<file path="config.mk">
export PLATFORM = sky130hd
export DESIGN_NAME = ble_tx_fifo_sched
export DESIGN_NICKNAME = d
export VERILOG_FILES = /design/src/rtl/ble_tx_sched_pkg.sv /design/src/rtl/ble_rr_arbiter2.sv /design/src/rtl/ble_tx_fifo_sched.sv
export SDC_FILE = /design/constraint.sdc
export NUM_CORES = 1
export LEC_CHECK = 0
export BUFFER_PORTS_ARGS = -buffer_cell sky130_fd_sc_hd__buf_4
export CAP_MARGIN = 20
export CORE_UTILIZATION = 48
export DETAILED_ROUTE_END_ITERATION = 12
export GPL_ROUTABILITY_DRIVEN = 0
export PLACE_DENSITY = 0.87
export SYNTH_ARGS = -nofsm -noshare
export SYNTH_HDL_FRONTEND = slang
export SYNTH_SLANG_ARGS = --single-unit
</file>
<file path="constraint.sdc">
create_clock -name W_CLK -period 5.3 [get_ports W_CLK]
set_input_delay 0.265 -clock W_CLK [delete_from_list [all_inputs] [get_ports W_CLK]]
set_output_delay 0.265 -clock W_CLK [all_outputs]
set_load 0.03 [all_outputs]
</file>
<file path="src/rtl/ble_tx_sched_pkg.sv">
// Shared types and constants for the BLE TX FIFO write-port scheduler.
package ble_tx_sched_pkg;

  localparam int SW_DEF = 17;

  typedef enum logic [1:0] {
    IDLE = 2'd0,
    LOAD = 2'd1,
    DONE = 2'd2
  } sched_state_e;

  // Index of each requester inside the one-hot grant vector.
  localparam logic GNT_IDX_HDR = 1'b0;
  localparam logic GNT_IDX_DMA = 1'b1;

endpackage

</file>
<file path="src/rtl/ble_rr_arbiter2.sv">
// Two-input round-robin arbiter. Purely combinational; the pointer
// register lives in the parent so the pointer only moves on packet end.
module ble_rr_arbiter2
  import ble_tx_sched_pkg::*;
(
  input  logic [1:0] req_i,
  input  logic       rr_ptr_i,
  input  logic       arb_en_i,
  output logic [1:0] gnt_o
);

  // Favour the requester named by the pointer, else take the other one.
  always_comb begin
    gnt_o = 2'b00;
    if (arb_en_i) begin
      if (rr_ptr_i == GNT_IDX_DMA) begin
        gnt_o = req_i[1] ? 2'b10 : {1'b0, req_i[0]};
      end else begin
        gnt_o = req_i[0] ? 2'b01 : {req_i[1], 1'b0};
      end
    end
  end

endmodule

</file>
<file path="src/rtl/ble_tx_fifo_sched.sv">
// Packet-level scheduler for the BLE PHY TX FIFO write port.
// Grants whole packets round-robin between the header source (req0) and the
// payload DMA (req1), streams words into the FIFO, stalls on FULL and pulses
// tx_irq when a packet completes.
// Optional: define BLE_TXSCHED_TIMEOUT_EN to abort a packet that stalls for
// TIMEOUT_CYC cycles (tx_abort pulses instead of tx_irq).
module ble_tx_fifo_sched
  import ble_tx_sched_pkg::*;
#(
  parameter int DW          = 32,
  parameter int SW          = SW_DEF,
  parameter int TIMEOUT_CYC = 1024
) (
  input  logic          W_CLK,
  input  logic          W_RST,
  input  logic          req0,
  input  logic          req1,
  input  logic [SW-1:0] size0,
  input  logic [SW-1:0] size1,
  input  logic [DW-1:0] data0,
  input  logic [DW-1:0] data1,
  input  logic          valid0,
  input  logic          valid1,
  output logic          ready0,
  output logic          ready1,
  input  logic          fifo_full,
  output logic          fifo_winc,
  output logic [DW-1:0] fifo_wdata,
  output logic [SW-1:0] fifo_data_size,
  output logic [SW-1:0] fifo_waddr_bits,
  output logic [1:0]    grant,
  output logic          busy,
  output logic          tx_irq,
  output logic          tx_abort
);

  sched_state_e  state_q, state_d;
  logic [1:0]    grant_q, grant_d;
  logic [SW-1:0] cnt_q, cnt_d;
  logic [SW-1:0] size_q, size_d;
  logic          rr_q, rr_d;
  logic [1:0]    arb_gnt;
  logic          valid_g;
  logic [DW-1:0] data_g;

`ifdef BLE_TXSCHED_TIMEOUT_EN
  localparam int TW = $clog2(TIMEOUT_CYC) + 1;
  localparam logic [TW-1:0] STALL_LIM = TW'(TIMEOUT_CYC - 1);
  logic [TW-1:0] stall_q, stall_d;
  logic          abort_q, abort_d;
`endif

  ble_rr_arbiter2 u_arb (
    .req_i    ({req1, req0}),
    .rr_ptr_i (rr_q),
    .arb_en_i (state_q == IDLE),
    .gnt_o    (arb_gnt)
  );

  assign valid_g = grant_q[1] ? valid1 : valid0;
  assign data_g  = grant_q[1] ? data1  : data0;

  // Next-state and FIFO-side outputs; the partial packet is never rewound.
  always_comb begin
    state_d         = state_q;
    grant_d         = grant_q;
    cnt_d           = cnt_q;
    size_d          = size_q;
    rr_d            = rr_q;
    ready0          = 1'b0;
    ready1          = 1'b0;
    fifo_winc       = 1'b0;
    fifo_wdata      = '0;
    tx_irq          = 1'b0;
    tx_abort        = 1'b0;
    busy            = (state_q == LOAD) || (state_q == DONE);
    fifo_data_size  = busy ? size_q : '0;
    fifo_waddr_bits = cnt_q;
    grant           = grant_q;
`ifdef BLE_TXSCHED_TIMEOUT_EN
    stall_d         = stall_q;
    abort_d         = abort_q;
`endif
    case (state_q)
      IDLE: begin
        if (arb_gnt != 2'b00) begin
          grant_d = arb_gnt;
          size_d  = arb_gnt[1] ? size1 : size0;
          cnt_d   = '0;
          state_d = LOAD;
`ifdef BLE_TXSCHED_TIMEOUT_EN
          stall_d = '0;
          abort_d = 1'b0;
`endif
        end
      end
      LOAD: begin
        ready0     = grant_q[0] & ~fifo_full;
        ready1     = grant_q[1] & ~fifo_full;
        fifo_winc  = valid_g & ~fifo_full;
        fifo_wdata = data_g;
        if (fifo_winc) begin
          // Terminal compare before the increment keeps cnt in range at 2^SW-1.
          if (cnt_q == size_q) state_d = DONE;
          else                 cnt_d   = cnt_q + 1'b1;
`ifdef BLE_TXSCHED_TIMEOUT_EN
          stall_d = '0;
        end else if (stall_q == STALL_LIM) begin
          state_d = DONE;
          abort_d = 1'b1;
        end else begin
          stall_d = stall_q + 1'b1;
`endif
        end
      end
      DONE: begin
`ifdef BLE_TXSCHED_TIMEOUT_EN
        tx_irq   = ~abort_q;
        tx_abort = abort_q;
`else
        tx_irq   = 1'b1;
`endif
        rr_d    = grant_q[0];
        grant_d = 2'b00;
        cnt_d   = '0;
        state_d = IDLE;
      end
      default: state_d = IDLE;
    endcase
  end

  // Control and packet registers; reset discards any packet in flight.
  always_ff @(posedge W_CLK or posedge W_RST) begin
    if (W_RST) begin
      state_q <= IDLE;
      grant_q <= 2'b00;
      cnt_q   <= '0;
      size_q  <= '0;
      rr_q    <= GNT_IDX_HDR;
    end else begin
      state_q <= state_d;
      grant_q <= grant_d;
      cnt_q   <= cnt_d;
      size_q  <= size_d;
      rr_q    <= rr_d;
    end
  end

`ifdef BLE_TXSCHED_TIMEOUT_EN
  // Stall watchdog: counts LOAD cycles without a transfer.
  always_ff @(posedge W_CLK or posedge W_RST) begin
    if (W_RST) begin
      stall_q <= '0;
      abort_q <= 1'b0;
    end else begin
      stall_q <= stall_d;
      abort_q <= abort_d;
    end
  end
`endif

endmodule

</file>
# ---- Word level (Yosys, flattened, before mapping)
# Index checks and enable logic that the tools add are counted.
dict set report op_classes {
  addsub 1
  n_eq_ne 7
  muxes 23
  bitwise_logic 4
  n_reduce_logical 9
}
# operator n
set ops {}
lappend ops {{$mux W17} 5}
lappend ops {{$mux W32} 2}
lappend ops {{$pmux W17 S3} 1}
lappend ops {{$add A17 B1 Y17 const B} 1}
lappend ops {{$eq A17 B17 Y1} 1}
lappend ops {{$mux W2} 8}
lappend ops {{$pmux W2 S2} 2}
lappend ops {{$mux W1} 5}
lappend ops {{$ne A2 B1 Y1 const B} 2}
lappend ops {{$ne A2 B2 Y1 const B} 2}
lappend ops {{$reduce_and A2 Y1} 2}
lappend ops {{$reduce_and A4 Y1} 1}
lappend ops {{$reduce_bool A2 Y1} 2}
lappend ops {{$and A1 B1 Y1} 3}
lappend ops {{$reduce_and A3 Y1} 1}
lappend ops {{$reduce_bool A3 Y1} 1}
lappend ops {{$eq A2 B1 Y1 const B} 1}
lappend ops {{$eq A2 B2 Y1 const B} 1}
lappend ops {{$logic_not A2 Y1} 1}
lappend ops {{$logic_or A1 B1 Y1} 1}
lappend ops {{$not A1 Y1} 1}
dict set report totals {
  reg_bits 39
  in_bits 105
  output_inout_bits 74
  elab_cells 49
}

# ---- Logic depth before layout (Yosys ltp)
# Gate-level depths: netlist of run 1.
dict set report logic_depth {
  word_depth 6
  depth_mapped 9
  mapped_depth_nobuf 7
}

# ---- Cells and area by module
# A second synthesis of run 1 with hierarchy kept.
dict set report unflattened {
  hier_cells 360
  hier_area_um2 3040.4
}
# mod n_inst cells_each area_per_inst_um2 seq_area_each_um2
set by_module_without_submodules {}
lappend by_module_without_submodules {ble_tx_fifo_sched 1 355 3019.1 975.9}
lappend by_module_without_submodules {ble_rr_arbiter2 1 5 21.3 0.0}

# ---- Least setup slack after synthesis of run 1
# Ideal clock, no wire load.
dict set report synth_path {
  path_kind {register to output}
  startpoint {register state_q[1]}
  endpoint {output fifo_wdata[10]}
  arrival_ns 1.894
  t_required_ns 5.035
  setup_slack_ns 3.141
  stages_incl_launch_ff 7
  path_buffers 3
  cell_sequence {dfrtp_1 inv_1 ha_1 clkbuf_1 clkbuf_1 clkbuf_1 nor2b_1}
}
dict set report synth_between {
  elab_chain_len 2
}
# item line_no
set synth_rtl {}
lappend synth_rtl {{from (decl)} ble_tx_fifo_sched.sv:37} ;# sched_state_e state_q, state_d;
lappend synth_rtl {{from (signal assigned)} ble_tx_fifo_sched.sv:141} ;# state_q <= state_d;
lappend synth_rtl {{$eq A2 B1 Y1} ble_tx_fifo_sched.sv:84} ;# case (state_q)
lappend synth_rtl {{$mux W32} ble_tx_fifo_sched.sv:84}
lappend synth_rtl {{to (decl)} ble_tx_fifo_sched.sv:28} ;# output logic [DW-1:0] fifo_wdata,
# Every way passes these cells.

# ---- Final worst setup path of run 1
dict set report layout_path {
  startpoint {register grant_q[1], in the netlist grant[1]}
  endpoint {register cnt_q[14], in the netlist fifo_waddr_bits[14]}
}
dict set report layout_between {
  elab_chain_len 4
}
# item line_no
set layout_rtl {}
lappend layout_rtl {{from (decl)} ble_tx_fifo_sched.sv:38} ;# logic [1:0] grant_q, grant_d;
lappend layout_rtl {{from (signal assigned)} ble_tx_fifo_sched.sv:142} ;# grant_q <= grant_d;
lappend layout_rtl {{$mux W1} ble_tx_fifo_sched.sv:60} ;# assign valid_g = grant_q[1] ? valid1 : valid0;
lappend layout_rtl {{$and A1 B1 Y1} ble_tx_fifo_sched.sv:100} ;# fifo_winc = valid_g & ~fifo_full;
lappend layout_rtl {{$ne A2 B1 Y1 (no line)} -}
lappend layout_rtl {{$reduce_and A4 Y1 (no line)} -}
lappend layout_rtl {{to (signal assigned)} ble_tx_fifo_sched.sv:143} ;# cnt_q <= cnt_d;
lappend layout_rtl {{to (decl)} ble_tx_fifo_sched.sv:39} ;# logic [SW-1:0] cnt_q, cnt_d;
# Every way passes these cells.
# A chain may end at the register's enable or synchronous reset.

==> results of run 1 <==
## power by group
part / internal [mW] / switching [mW]
Combinational: 0.675 / 0.911
Sequential: 0.406 / 0.214
Clock: 0.0924 / 0.104
Total: 1.17 / 1.23
## routing by layer
layer,share of wire,global-route usage,up-vias
li1,-,-,1563
met5,0,0,-
met4,0.024,0.100,0
met2,0.49,0.449,159
met3,0.084,0.0626,19
met1,0.40,0.342,1481
## worst reg2reg max path: stages, from the launching register on
cell,delay (ns)
dfrtp_2,1.00
mux2i_1,0.23
or2_4,0.29
a211oi_4,0.57
nand2_2,0.19
or4_1,0.50
nand3_1,0.09
## worst paths after layout
path                       slack [ns]                              end  cells after the start                    from
min in group W_CLK               0.26           size_q[14]$_DFFE_PP0P_                      3               size1[14]
hold / removal                   0.09             grant[0]$_DFFE_PP0P_                      3                   W_RST
hold reg to reg                  0.53           size_q[14]$_DFFE_PP0P_                      2  size_q[14]$_DFFE_PP0P_
max in group asynchronous        4.85             grant[1]$_DFFE_PP0P_                      3                   W_RST
setup / recovery                 2.37  fifo_waddr_bits[14]$_DFFE_PP0P_                      6    grant[1]$_DFFE_PP0P_
setup reg to reg                 2.37  fifo_waddr_bits[14]$_DFFE_PP0P_                      6    grant[1]$_DFFE_PP0P_
## cell type report
class | count | share of cell area
clock buffer | 7 | 0.0169
clock inverter | 1 | 0.00111
inverter | 8 | 0.00666
multi-input combinational | 276 | 0.435
sequential | 39 | 0.217
tap | 75 | 0.0208
timing repair buffer | 181 | 0.303
## placed cells by master (no fill, tap or decap), types with 6 or more instances in the layout
cell	n
a21oi_1	7
and2_1	19
buf_4	180
dfrtp_1	38
ha_1	6
inv_1	8
mux2i_1	50
nand2_1	38
nand3_1	14
nor2b_1	32
o211ai_1	8
o21ai_0	20
or3_1	6
xnor2_1	14
## sequential cells by signal, indices dropped and copies added, names as in the netlist
name,count
size_q,17
fifo_waddr_bits,17
rr_q,1
state_q,2
grant,2
## cells by family (layout without fill, tap and decap cells)
group                    after synthesis  after routing  share of synthesized area
AND/OR/NAND/NOR                      136            136                      0.246
AO/OA/AOI/OAI                         63             63                      0.141
multiplexers                          53             53                      0.173
flip-flops                            39             39                      0.317
buffers and inverters                 35            197                     0.0491
XOR/XNOR                              17             17                     0.0483
adder cells (fa/ha/maj)                6              6                     0.0244
other                                  1              1                    0.00122
## per-stage QoR
step	cells	hold slack, ns
2_1_floorplan	350	0.412
3_3_place_gp	578	0.422
3_5_place_dp	578	0.417
4_1_cts	586	0.105
5_1_grt	587	0.125
6_report	587	0.0853
==> summary.txt, run 1 <==
Setup path
  • Arr. time, crit path: 3.17 ns
  • CP cell instances: mux2i_1 > or2_4 > a211oi_4 > nand2_2 > or4_1 > nand3_1
  • Setup crit end kind: flip-flop
  • Worst path bufs/invs: 0
  • Top delay family on crit path: simple AND/OR/NAND/NOR gates
  • Worst-path fanout max: 37
  • Critical setup path kind: reg2reg
  • Worst stage delay on the critical path: 1.00 ns
  • WP data required: 5.54 ns
  • Slowest CP cell: dfrtp_2
  • Worst setup SP type: flip-flop

STA
  • Final hold vios: 0
  • Final setup viols: 0
  • Fmax: 342 MHz
  • Worst Tran Pin Value: 0.987 ns
  • Setup tns final: 0 ns
  • Final setup margin: 2.37 ns
  • Post-route minimum period: roughly 2.9 ns
  • Slew HR: 0.342
  • RSZ-0062 raised after global routing: false
  • Setup Skew: 0.0123 ns
  • Fin. max-slew vios: 0
  • Period utilization: 0.552

Logic synthesis
  • Most common library cells after synthesis: 50 x mux2i_1, 39 x dfrtp_1, 38 x nand2_1
  • Post-Syn Area: between 3000 and 4000 sq um
  • Cell variety after synth: 50
  • Leading area contributor after synthesis: dfrtp_1
  • Count leader, synth: mux2i_1
  • Post-synthesis net count: between 400 and 500
  • Predominant post-synthesis flop cell: dfrtp_1
  • Top cells by area, synth: dfrtp_1 32%, mux2i_1 16%, nor2b_1 6.5%
  • Syn Area/Cell: 8.81 sq um
  • Area share of the largest cell type after synthesis: 0.317
  • Ys async rst share: 1.00
  • Post-synth EDFFs: 0
  • Sequential area share after synthesis: 0.317
  • Mapped Cells: 350
  • Synthesis-stage register bit count: 39
  • Synth warn: 0

CTS
  • Post-CTS Resized: 0
  • Post-CTS Hold Buffers: 0
  • Clk_lat worst skew: 0.30 ns
  • H-tree Lvls: 2
  • CTS max path bufs: 2
  • Root Driver: clkbuf_8
  • Post-CTS setup buffer count: 0
  • CTS clk-pin slew, worst paths: around 0.08 ns
  • CTS Buf Count: 5
  • Clk sinks: 39
  • CTS tree: done

GRT
  • Grt ovf: 0
  • First-pass GRT wire length: around 14 mm
  • Number of global-route vias before repair: 2915
  • Largest net degree at the start of global routing: 62
  • Total GRT Usage: 0.271
  • Antenna violations before repair: 0

Floorplan
  • Core area: 6060 sq um
  • Die X: 82.1 microns
  • Row cnt: 28
  • Starting density of the core: 0.509
  • Die ar.: roughly 6700 sq um
  • Boundary Pins: 179
  • Die height: a little over 80 microns

Final layout
  • Post-layout util: 0.744
  • Ant diodes: 0
  • Ratio of cells with drive above 1 in the final layout: 0.383
  • Layout area overhead: 46.2%
  • Fillers: 461
  • Final nets: 622
  • Area taken by multi-input logic gates: 1960 sq um
  • Final Instance Area: 4510 sq um
  • Register Area: 977 sq um

Placed design
  • DP HPWL: 6.91 mm
  • DP Area: 4410 sq um
  • Number of port buffers: 177
  • Dpl ws: around 2.4 ns

Power
  • Leak: roughly 2.3 nW
  • P per Cell Area: 533 nW/um^2
  • Pwr Total: 2.40 mW
  • Worst VDD drop: 0.341 mV

Routing
  • Residual DRC: 0
  • Routed wire per std cell: between 15 and 20 microns
  • Via density: 5.49
  • Final wirelength: 8.88 mm
  • Vias after detailed routing: 3222
  • Drt initial violations: 371
  • Remaining antenna violation count: 0
  • First-pass DRT Iterations: 7

Hold path
  • Min-delay worst type: in2async

Flow run
  • Max-cap violations: 0

Run status
  • Status: finished clean
No activity file was read; power rests on OpenSTA's default activity.
==> inputs of run 2 (changes only) <==
ABC_AREA = 1   (was not set)
CORE_UTILIZATION = 45   (was 48)
PLACE_DENSITY = 0.82   (was 0.87)
clock period = 2.95 ns   (was 5.3 ns; I/O delays follow)
==> run 2 against run 1 <==
Effect of this change:
- via count is 16% higher
- clock skew fell by 0.0095 ns
- worst setup slack got worse by 1.8 ns
- critical path depth shrank 1
- critical endpoint is now ready0
- design area rose by 0.17%
- highest routed layer unchanged
- total power increased by 66%
- synthesized area is 0.61% higher
- the flow now finishes with violations (hold timing)
- final cell count increased by 27%
- wire length grew 11%
- sequential power rose by 40%
- clock power up 65%
==> summary.txt, run 2 <==
Flow run
  • Max-cap violations: 0 (unchanged)

GRT
  • First-pass GRT wire length: 16.1 mm (was 13.9 mm)
  • Grt ovf: 0 (unchanged)
  • Total GRT Usage: 0.278 (was 0.271)
  • Largest net degree at the start of global routing: 40 (was 62)
  • Antenna violations before repair: 0 (unchanged)
  • Number of global-route vias before repair: 3622 (was 2915)

Setup path
  • R2r worst-path depth: 8 (was 6)
  • WP data required: 2.80 ns (was 5.54 ns)
  • Setup crit end kind: primary output (was flip-flop)
  • Top delay family on crit path: buffers and inverters (was simple AND/OR/NAND/NOR gates)
  • Worst stage delay on the critical path: 0.59 ns (was 1.00 ns)
  • Arr. time, crit path: 2.20 ns (was 3.17 ns)
  • Critical setup path kind: reg2out (was reg2reg)
  • R2R Setup Slk: 0.72 ns (was 2.37 ns)
  • Worst-path fanout max: 20 (was 37)
  • CP cell instances: inv_1 > ha_1 > inv_1 > nor3_1 > buf_4 (was mux2i_1 > or2_4 > a211oi_4 > nand2_2 > or4_1 > nand3_1)
  • Reg2reg end: size_q[7]$_DFFE_PP0P_ (was fifo_waddr_bits[14]$_DFFE_PP0P_)
  • Worst path bufs/invs: 3 (was 0)
  • Slowest CP cell: ha_1 (was dfrtp_2)
  • Most frequent CP cell: inv_1
  • Worst setup SP type: flip-flop (unchanged)
  • Reg-to-reg startpoint: state_q[0]$_DFFE_PP0P_ (was grant[1]$_DFFE_PP0P_)

Logic synthesis
  • Predominant post-synthesis flop cell: dfrtp_1 (unchanged)
  • Leading area contributor after synthesis: dfrtp_1 (unchanged)
  • Post-synth EDFFs: 0 (unchanged)
  • Area share of the largest cell type after synthesis: 0.315 (was 0.317)
  • Top cells by area, synth: dfrtp_1 31%, nand2_1 15%, nor2_1 13% (was dfrtp_1 32%, mux2i_1 16%, nor2b_1 6.5%)
  • Post-synthesis net count: 615 (was 461)
  • Synthesis-stage register bit count: 39 (unchanged)
  • Cell variety after synth: 28 (was 50)
  • Count leader, synth: nand2_1 (was mux2i_1)
  • Post-Syn Area: 3100 sq um (was 3080 sq um)
  • Syn Area/Cell: 6.15 sq um (was 8.81 sq um)
  • Ys async rst share: 1.00 (unchanged)
  • Synth warn: 0 (unchanged)
  • Most common library cells after synthesis: 127 x nand2_1, 106 x nor2_1, 57 x inv_1 (was 50 x mux2i_1, 39 x dfrtp_1, 38 x nand2_1)
  • Sequential area share after synthesis: 0.315 (was 0.317)
  • Mapped Cells: 504 (was 350)

Final layout
  • Most common cell after layout, fill and taps aside: buf_4 (unchanged)
  • Ratio of cells with drive above 1 in the final layout: 0.296 (was 0.383)
  • Fillers: 561 (was 461)
  • Ant diodes: 0 (unchanged)
  • Most frequent cells in the layout: 181 x buf_4, 127 x nand2_1, 106 x nor2_1, 57 x inv_1, 55 x o21ai_0 (was 180 x buf_4, 50 x mux2i_1, 38 x nand2_1, 38 x dfrtp_1, 32 x nor2b_1)
  • Final nets: 778 (was 622)
  • Final Instance Area: 4520 sq um (was 4510 sq um)
  • Post-layout util: 0.695 (was 0.744)
  • Layout area overhead: 45.6% (was 46.2%)
  • Post-Layout Cell Count: 743 (was 587)

STA
  • Fmax: 426 MHz
  • Slew HR: 0.468 (was 0.342)
  • Worst Tran Pin Value: 0.796 ns (was 0.987 ns)
  • Fin. max-slew vios: 0 (unchanged)
  • Setup tns final: 0 ns (unchanged)
  • Setup Skew: 0.00274 ns (was 0.0123 ns)
  • Final setup viols: 0 (unchanged)
  • Worst Hold Slack: -0.0176 ns (was 0.0853 ns)
  • Final hold vios: 9 (was 0)
  • RSZ-0062 raised after global routing: false (unchanged)
  • Period utilization: 0.796
  • Post-route minimum period: around 2.3 ns

CTS
  • Root Driver: clkbuf_8 (unchanged)
  • CTS tree: done (unchanged)
  • H-tree Lvls: 2 (unchanged)
  • CTS max path bufs: 2 (unchanged)
  • Clk_lat worst skew: 0.28 ns (was 0.30 ns)
  • Post-CTS setup buffer count: 0 (unchanged)
  • Clk sinks: 39 (unchanged)
  • Post-CTS Resized: 0 (unchanged)
  • Post-CTS Hold Buffers: 0 (unchanged)
  • CTS clk-pin slew, worst paths: 0.07 ns (was 0.08 ns)
  • CTS Buf Count: 5 (unchanged)

Routing
  • Remaining antenna violation count: 0 (unchanged)
  • Final wirelength: 9.89 mm (was 8.88 mm)
  • Via density: 5.05 (was 5.49)
  • First-pass DRT Iterations: 5 (was 7)
  • Routed wire per std cell: 13.3 microns (was 15.1 microns)
  • Residual DRC: 0 (unchanged)
  • Drt initial violations: 143 (was 371)
  • Vias after detailed routing: 3750 (was 3222)

Floorplan
  • Die height: 85.0 microns (was 82.1 microns)
  • Starting density of the core: 0.478 (was 0.509)
  • Row cnt: 29 (was 28)
  • Die ar.: 7230 sq um (was 6750 sq um)
  • Boundary Pins: 179 (unchanged)
  • Die X: 85.0 microns (was 82.1 microns)
  • Core area: 6490 sq um (was 6060 sq um)

Hold path
  • Min-delay worst type: in2async (unchanged)

Power
  • Leak: 2.55 nW (was 2.32 nW)
  • Pwr Total: 3.98 mW (was 2.40 mW)
  • Worst VDD drop: 0.573 mV (was 0.341 mV)
  • P per Cell Area: 882 nW/um^2 (was 533 nW/um^2)

Run status
  • Status: finished, violations left (was finished clean)
  • Failing checks: hold timing

Placed design
  • Number of port buffers: 177 (unchanged)
  • DP Area: 4440 sq um (was 4410 sq um)
  • Placed cells: 737 (was 578)
  • DP HPWL: 7.75 mm (was 6.91 mm)
-- run 2: how the worst max path moves through the flow --
stage | from | cells past startpoint | slack, ns | endpoint
finish | state_q[1]$_DFFE_PP0P_ | 5 | 0.60 | ready0
global route | state_q[1]$_DFFE_PP0P_ | 5 | 0.37 | ready1
CTS | state_q[1]$_DFFE_PP0P_ | 5 | 0.54 | ready0
detailed placement | state_q[0]$_DFFE_PP0P_ | 8 | 0.76 | size_q[7]$_DFFE_PP0P_
global placement | state_q[0]$_DFFE_PP0P_ | 8 | 0.84 | size_q[0]$_DFFE_PP0P_
floorplan | state_q[1]$_DFFE_PP0P_ | 6 | 0.98 | ready0
-- run 2: kinds of logic (layout without fill, tap and decap cells) --
group | count (synthesis) | after routing | share of synthesized area
other cells | 1 | 1 | 0.00121
buf+inv | 86 | 248 | 0.111
compound gates | 82 | 82 | 0.139
flops | 39 | 39 | 0.315
fa+ha+maj | 6 | 6 | 0.0242
simple gates | 269 | 269 | 0.351
xor+xnor | 21 | 21 | 0.0593
-- run 2: layer usage --
layer  wire [microns]  up-vias  share of wire  GRT usage
li1                 -     1892              -          -
met1             3700     1692           0.37      0.303
met2             5220      148           0.53      0.520
met3              662       18          0.067     0.0525
met4              315        0          0.032      0.123
met5                0        -              0          0
-- run 2: stage by stage --
stage	hold slack [ns]	setup slack (ns)
finish	-0.0176	0.602
global route	0.0434	0.366
CTS	0.00576	0.541
detailed placement	0.305	0.761
global placement	0.303	0.845
floorplan	0.300	0.979
-- run 2: power breakdown --
part / internal, mW / total, mW / switching, mW / leakage [nW]
registers: 0.698 / 0.865 / 0.167 / 0.507
clock network: 0.158 / 0.323 / 0.165 / 0.0371
logic: 0.935 / 2.80 / 1.86 / 2.01
-- run 2: layout make-up --
cell class                      instances  area, sq um  area share
Timing Repair Buffer                  181         1360       0.301
Inverter                               61          229      0.0507
Sequential cell                        39          976       0.216
Tap cell                               77         96.3      0.0213
Multi-Input combinational cell        379         1780       0.395
Clock buffer                            6         72.6      0.0161
-- run 2: worst register-to-register path: stages, from the launching register on --
cell     delay [ns]
dfrtp_1        0.41
inv_1          0.11
ha_1           0.25
nand2_1        0.11
nand2_1        0.27
inv_1          0.63
a21oi_1        0.08
o21ai_0        0.10
o21ai_0        0.14
